### config.mk
export PLATFORM = sky130hd
export DESIGN_NAME = ctrl_rx_receptionist
export DESIGN_NICKNAME = d
export VERILOG_FILES = /design/src/rtl/ctrl_rx_receptionist.sv
export SDC_FILE = /design/constraint.sdc
export NUM_CORES = 1
export LEC_CHECK = 0
export CAP_MARGIN = 20
export CORE_AREA = 2 2 547 549
export CTS_CLUSTER_DIAMETER = 150
export DETAILED_ROUTE_END_ITERATION = 7
export DIE_AREA = 0 0 549 551
export GPL_TIMING_DRIVEN = 0
export HOLD_SLACK_MARGIN = 0.03
export PLACE_DENSITY = 0.3
export SLEW_MARGIN = 40
export SYNTH_ARGS = -nofsm -noshare
export SYNTH_HDL_FRONTEND = slang
export SYNTH_SLANG_ARGS = --single-unit
### constraint.sdc
create_clock -name i_clk -period 2.7 [get_ports i_clk]
set_clock_uncertainty 0.15 [all_clocks]
set_input_delay 0.405 -clock i_clk [delete_from_list [all_inputs] [get_ports i_clk]]
set_output_delay 0.405 -clock i_clk [all_outputs]
set_load 0.01 [all_outputs]
### src/rtl/ctrl_rx_receptionist.sv
// Control-path receptionist: steers UDP payloads whose destination port
// matches the KIP or LAN port to the bridge, and discards everything else.
module ctrl_rx_receptionist #(
  parameter int AXIS_DATA_WIDTH  = 512,
  parameter int AXIS_KEEP_WIDTH  = 64,
  parameter int IP_ADDRESS_WIDTH = 32,
  parameter int IP_PORT_WIDTH    = 16
) (
  input  logic                          i_clk,
  input  logic                          i_ap_rst_n,
  input  logic [IP_PORT_WIDTH-1:0]      i_CTRL_KIP_port_number,
  input  logic [IP_PORT_WIDTH-1:0]      i_CTRL_LAN_port_number,
  input  logic                          s_meta_tvalid,
  output logic                          s_meta_tready,
  input  logic [IP_ADDRESS_WIDTH+2*IP_PORT_WIDTH-1:0] s_meta_tdata,
  input  logic                          s_data_tvalid,
  output logic                          s_data_tready,
  input  logic [AXIS_DATA_WIDTH-1:0]    s_data_tdata,
  input  logic [AXIS_KEEP_WIDTH-1:0]    s_data_tkeep,
  input  logic                          s_data_tlast,
  output logic                          to_bridge_tvalid,
  input  logic                          to_bridge_tready,
  output logic [AXIS_DATA_WIDTH-1:0]    to_bridge_tdata,
  output logic [AXIS_KEEP_WIDTH-1:0]    to_bridge_tkeep,
  output logic                          to_bridge_tlast,
  output logic [IP_PORT_WIDTH-1:0]      to_bridge_tdest,
  output logic [IP_ADDRESS_WIDTH+IP_PORT_WIDTH-1:0] to_bridge_tuser,
  output logic [31:0]                   o_pkt_count,
  output logic [31:0]                   o_drop_count
);

  localparam int IPW = IP_ADDRESS_WIDTH;
  localparam int PW  = IP_PORT_WIDTH;

  typedef enum logic [1:0] {
    IDLE = 2'd0,
    FWD  = 2'd1,
    DROP = 2'd2
  } state_t;

  state_t r_state;
  state_t w_next;

  logic [IPW-1:0] r_src_ip;
  logic [PW-1:0]  r_src_port;
  logic [PW-1:0]  r_dst_port;
  logic [31:0]    r_pkt_count;
  logic [31:0]    r_drop_count;

  logic [IPW-1:0] w_ip;
  logic [PW-1:0]  w_sport;
  logic [PW-1:0]  w_dport;
  logic           w_kip_hit;
  logic           w_lan_hit;
  logic           w_match;
  logic           w_meta_hs;
  logic           w_fwd_done;
  logic           w_drop_done;

  assign w_ip    = s_meta_tdata[IPW-1:0];
  assign w_sport = s_meta_tdata[IPW+PW-1:IPW];
  assign w_dport = s_meta_tdata[IPW+2*PW-1:IPW+PW];

  // A zero port number means "disabled", so it must never match.
  assign w_kip_hit = (i_CTRL_KIP_port_number != '0) &&
                     (w_dport == i_CTRL_KIP_port_number);
  assign w_lan_hit = (i_CTRL_LAN_port_number != '0) &&
                     (w_dport == i_CTRL_LAN_port_number);
  assign w_match   = (w_dport != '0) && (w_kip_hit || w_lan_hit);

  assign w_meta_hs   = (r_state == IDLE) && s_meta_tvalid;
  assign w_fwd_done  = (r_state == FWD) && s_data_tvalid &&
                       to_bridge_tready && s_data_tlast;
  assign w_drop_done = (r_state == DROP) && s_data_tvalid &&
                       s_data_tlast;

  always_ff @(posedge i_clk or negedge i_ap_rst_n) begin
    if (!i_ap_rst_n) begin
      r_state <= IDLE;
    end else begin
      r_state <= w_next;
    end
  end

  always_comb begin
    w_next = r_state;
    unique case (r_state)
      IDLE: begin
        if (s_meta_tvalid) begin
          w_next = w_match ? FWD : DROP;
        end
      end
      FWD: begin
        if (w_fwd_done) begin
          w_next = IDLE;
        end
      end
      DROP: begin
        if (w_drop_done) begin
          w_next = IDLE;
        end
      end
      default: w_next = IDLE;
    endcase
  end

  always_ff @(posedge i_clk or negedge i_ap_rst_n) begin
    if (!i_ap_rst_n) begin
      r_src_ip   <= '0;
      r_src_port <= '0;
      r_dst_port <= '0;
    end else if (w_meta_hs) begin
      r_src_ip   <= w_ip;
      r_src_port <= w_sport;
      r_dst_port <= w_dport;
    end
  end

  always_ff @(posedge i_clk or negedge i_ap_rst_n) begin
    if (!i_ap_rst_n) begin
      r_pkt_count  <= '0;
      r_drop_count <= '0;
    end else begin
      if (w_fwd_done && (r_pkt_count != '1)) begin
        r_pkt_count <= r_pkt_count + 32'd1;
      end
      if (w_drop_done && (r_drop_count != '1)) begin
        r_drop_count <= r_drop_count + 32'd1;
      end
    end
  end

  // Handshake outputs; reset gates meta ready so nothing is offered
  // while the block is held in reset.
  always_comb begin
    s_meta_tready    = 1'b0;
    s_data_tready    = 1'b0;
    to_bridge_tvalid = 1'b0;
    unique case (r_state)
      IDLE: s_meta_tready = i_ap_rst_n;
      FWD: begin
        to_bridge_tvalid = s_data_tvalid;
        s_data_tready    = to_bridge_tready;
      end
      DROP: s_data_tready = 1'b1;
      default: s_meta_tready = 1'b0;
    endcase
  end

  assign to_bridge_tdata = s_data_tdata;
  assign to_bridge_tkeep = s_data_tkeep;
  assign to_bridge_tlast = s_data_tlast;
  assign to_bridge_tdest = r_dst_port;
  assign to_bridge_tuser = {r_src_port, r_src_ip};

  assign o_pkt_count  = r_pkt_count;
  assign o_drop_count = r_drop_count;

endmodule

== Word level (Yosys, flattened, before mapping) ==
Index checks and enable logic that the tools add are counted.

* Reductions and logical operators: 17
* $add $sub $neg: 2
* Eq/ne operators: 9
* Multiplexer cells: 8

{| class="wikitable"
|+ Operators by type and width
! operator !! count
|-
| adder 32 x 1 -> 32 bit (second input constant) || 2
|-
| inequality test 32 bit (second input constant) || 2
|-
| nonzero test 16 bit || 3
|-
| equality test 16 bit || 2
|-
| logical AND 1 bit || 11
|-
| 2-to-1 mux 2 bit || 4
|-
| inequality test 2 bit (second input constant) || 3
|-
| case mux 2 bit (3 select lines) || 1
|-
| AND reduction 3 bit || 1
|-
| equality test 2 x 1 -> 1 bit (second input constant) || 1
|-
| equality test 2 bit (second input constant) || 1
|-
| logical NOT 2 bit || 1
|-
| 2-to-1 mux 1 bit || 2
|-
| case mux 1 bit (2 select lines) || 1
|-
| logical OR 1 bit || 1
|}

* Output and inout port bits: 708
* Register bits: 130

== Logic depth before layout (Yosys ltp) ==
* Depth after elaboration: 7
* Gate-level depth with buffers: 9
* Depth with buffers taken out: 8

== Worst setup path before layout ==
Ideal clock, no wire load.

* Path kind: reg2reg
* Start: register r_pkt_count[0] (netlist: o_pkt_count[0])
* End: register r_pkt_count[20] (netlist: o_pkt_count[20])
* Setup slack: 0.464 ns
* Arrival: 1.961 ns
* Cell stages (with the launch flop): 10
* Clock period less this slack: 2.236 ns
* Required time: 2.425 ns
* Buffers on the path: 2
* Path through: dfrtp_1 -> ha_1 -> and2_1 -> clkbuf_1 -> nand3_1 -> nor2_1 -> a21oi_2 -> clkbuf_1 -> nand4_1 -> xnor2_1

* Word-level cells in the longest chain between the ends: 2
* Elaborated cells on any way between the ends: 3

{| class="wikitable"
|+ Ends and longest elaborated chain
! what !! line !! text
|-
| start: declaration || 47 || <nowiki>logic [31:0] r_pkt_count;</nowiki>
|-
| start signal: assignment || 125 || <nowiki>r_pkt_count <= r_pkt_count + 32'd1;</nowiki>
|-
| parallel branches: the longest is 2 deep, another holds adder 32 x 1 -> 32 bit || -- ||
|}

Parallel ways; which one is timed is not known.
A chain may end at the register's enable or synchronous reset.

== Worst setup path in the final report ==
* Start: register r_drop_count[0] (netlist: o_drop_count[0])
* End: register r_drop_count[18] (netlist: o_drop_count[18])

* Word-level cells in the longest chain between the ends: 2
* Elaborated cells on any way between the ends: 3

{| class="wikitable"
|+ Ends and longest elaborated chain
! what !! line !! text
|-
| start: declaration || 48 || <nowiki>logic [31:0] r_drop_count;</nowiki>
|-
| start signal: assignment || 128 || <nowiki>r_drop_count <= r_drop_count + 32'd1;</nowiki>
|-
| parallel branches: the longest is 2 deep, another holds adder 32 x 1 -> 32 bit || -- ||
|}

Parallel ways; which one is timed is not known.

==> flow_summary.yaml <==
detailed_routing:
  routed_wirelength_mm: 160
  drc: 0
  postRouteAntennaNets: 2
  via_count: 11200
  wire_per_inst_um: 27.2
  drtIter0Drc: 515
  dr.pass1.iters: 5
  via_per_inst: 1.91
timing:
  finalMaxSlewViolations: 0
  timing.final.crit_share_pct: 96.5
  whs_ns: 0.336
  layout_setup_ws_ns: 0.0947
  rsz0062_at_grt: "no"
  final.setup.tns_ns: 0
  hold_violations: 0
  setup-violations-final: 0
  max_slew.worst_pin.slew_ns: 0.769
  slew_headroom_pct: 48.6
  fmax_mhz: 384
  fin_crit_ns: 2.61
floorplanning:
  dieArea_um2: 302000
  core_um2: 296000
  initial_utilization_pct: 3.47
  die_y_um: 551
  ios: 1386
  rows: 200
  fp.dieW_um: 549
logic_synthesis:
  yosys_warnings: 0
  synthTopCellsByArea: "buf_4 (42%), dfrtp_1 (32%), mux2_2 (7.0%)"
  synthesis.instances: 1059
  yosysMostFrequentCell: "buf_4"
  netlist_area_um2: 10300
  synth_top_area_share_pct: 42.2
  synth_seq_cells: 130
  netlist_top_cells_count: "buf_4 (577), dfrtp_1 (130), xnor2_1 (74), mux2_2 (64), nand4_1 (34)"
  ys_seq_area_share_pct: 31.7
  synth_edf_count: 0
  async_reset_ff_share_pct: 100
  synth_cell_types: 40
  synth_top_area_cell: "buf_4"
  synth_flop_cell: "dfrtp_1"
  synth.avg_cell_area_um2: 9.70
  synth_fp_nets: 1742
placed_design:
  placed_area_um2: 23400
  numPortBuffers: 809
  place_ws_ns: -0.650
  dp_cells: 5809
  gp_congestion: 0.917
  dpl.hpwl_mm: 150
grt:
  grt_max_degree: 49
  gr-total-overflow: 0
  track_usage_pct: 10.0
  antenna_found_initial: 119
  grt_pass1_vias: 11200
  grt_pass1_wl_mm: 181
final_layout:
  final_net_count: 2585
  design_area_um2: 24200
  postLayoutCoreUtil_pct: 8.18
  n_fill_cell: 34600
  synthToLayoutAreaGrowth_pct: 136
  layout-drive-gt1-share_pct: 36.8
  layout.cells.non_filler: 5874
power:
  vdd.ir_drop.worst_uv: 411
  fin_total_pwr_mw: 11.2
  leakage_nw: 8.94
  p_per_area_nw_per_um2: 463
setup_path:
  critPathBufInv: 0
  worst_ep_required_time_ns: 2.99
  critical-path-top-delay-family: "simple AND/OR/NAND/NOR gates"
  max_stage_delay_ns: 0.50
  crit_path_end_kind: "register"
  cp.arrival_ns: 2.90
  crit_path_cell_trace: "ha_1 -> and2_1 -> nand4_1 -> o21ba_2 -> nand2_1 -> nor3_1 -> xor2_1"
  slowest_stage: "o21ba_2"
  start_kind: "register"
  r2r_cells: 7
  crit_fanout: 6
  cp.depth: 7
  criticalPathCategory: "register to register"
cts:
  tritoncts: "done"
  root_buffer: "clkbuf_16"
  worst_skew_pair.late_latency_ns: 0.53
  cts.sinks: 130
  h-tree-depth: 4
  clkSlewWorstSetupHoldPaths_ns: 0.06
  cts_buffer_depth: 3
  cts_buffers: 25
outcome:
  outcome: "finished with violations"
  violations: "antenna violations"
hold_path:
  hold_path.class: "primary input to register"
  hold_path_depth: 2
job:
  maxCapViolCount: 0
==> registers in the layout, summed over array words and instances (netlist names) <==
name / cells
o_drop_count: 32
o_pkt_count: 32
r_src_ip: 32
r_src_port: 16
r_state: 2
to_bridge_tdest: 16
==> path summary, 6_finish.rpt <==
check                      slack, ns             start                to
max                             0.09   o_drop_count[0]  o_drop_count[18]
min                             0.34  s_meta_tdata[38]     r_src_port[6]
max reg2reg                     0.09   o_drop_count[0]  o_drop_count[18]
min reg2reg                     0.34   o_drop_count[9]   o_drop_count[9]
max in group asynchronous       1.74        i_ap_rst_n    r_src_port[15]
min in group asynchronous       0.35        i_ap_rst_n      r_src_ip[12]
==> cells in the final DEF, fill, tap and decap left out, types with 14 or more instances in the layout <==
| cell | synthesis | routed |
|---|---|---|
| nand3_1 | 16 | 16 |
| nand2_1 | 30 | 30 |
| and3_1 | 15 | 14 |
| clkdlybuf4s50_1 | 0 | 806 |
| nor2_1 | 16 | 16 |
| buf_4 | 577 | 581 |
| mux2_2 | 64 | 64 |
| nand4_1 | 34 | 34 |
| clkbuf_16 | 0 | 25 |
| dfrtp_1 | 130 | 129 |
| xnor2_1 | 74 | 74 |
| xor2_1 | 18 | 18 |
| diode_2 | 0 | 29 |
==> area by class of cell <==
type                    instances  area (um2)  area share [%]
flip-flops and latches        130        3250            13.4
clock inverters                 3        40.0           0.165
plain buffers                 589        4390            18.1
inverters                       6        22.5          0.0929
repair buffers                818        8240            34.0
multi-input cells             332        2650            10.9
clock buffers                  28         647            2.67
diodes                         29        72.6           0.299
well taps                    3939        4930            20.3
==> per-layer routing <==
metal | vias to the layer above | GRT usage, % | share of wire [%]
li1 | 4578 | - | -
met1 | 5236 | 10.4 | 35
met3 | 231 | 7.82 | 18
met5 | - | 0 | 0.14
met2 | 1141 | 16.0 | 45
met4 | 24 | 1.92 | 2.1
==> kinds of logic after synthesis <==
logic type / Yosys count / share of synthesized area (%)
buffers and inverters: 597 / 43.0
AND/OR/NAND/NOR: 153 / 8.43
flip-flops: 130 / 31.7
XOR/XNOR: 92 / 7.84
multiplexers: 65 / 7.12
AO/OA/AOI/OAI: 17 / 1.33
adder cells (fa/ha/maj): 5 / 0.609
==> power by group <==
group	leakage [nW]	switching (mW)	internal [mW]
Clock	0.340	1.18	1.77
Sequential	1.64	0.289	2.44
Combinational	6.96	2.83	2.70
==> repair_timing <==
item                       4_1_cts  5_1_grt
gates resized for setup          7        3
hold buffers                     2        0
setup buffers                    2        3
hold endpoints to repair        48        0
setup endpoints to repair       33       15
pin swaps                        1        2
Power figures use the tool's default switching activity.
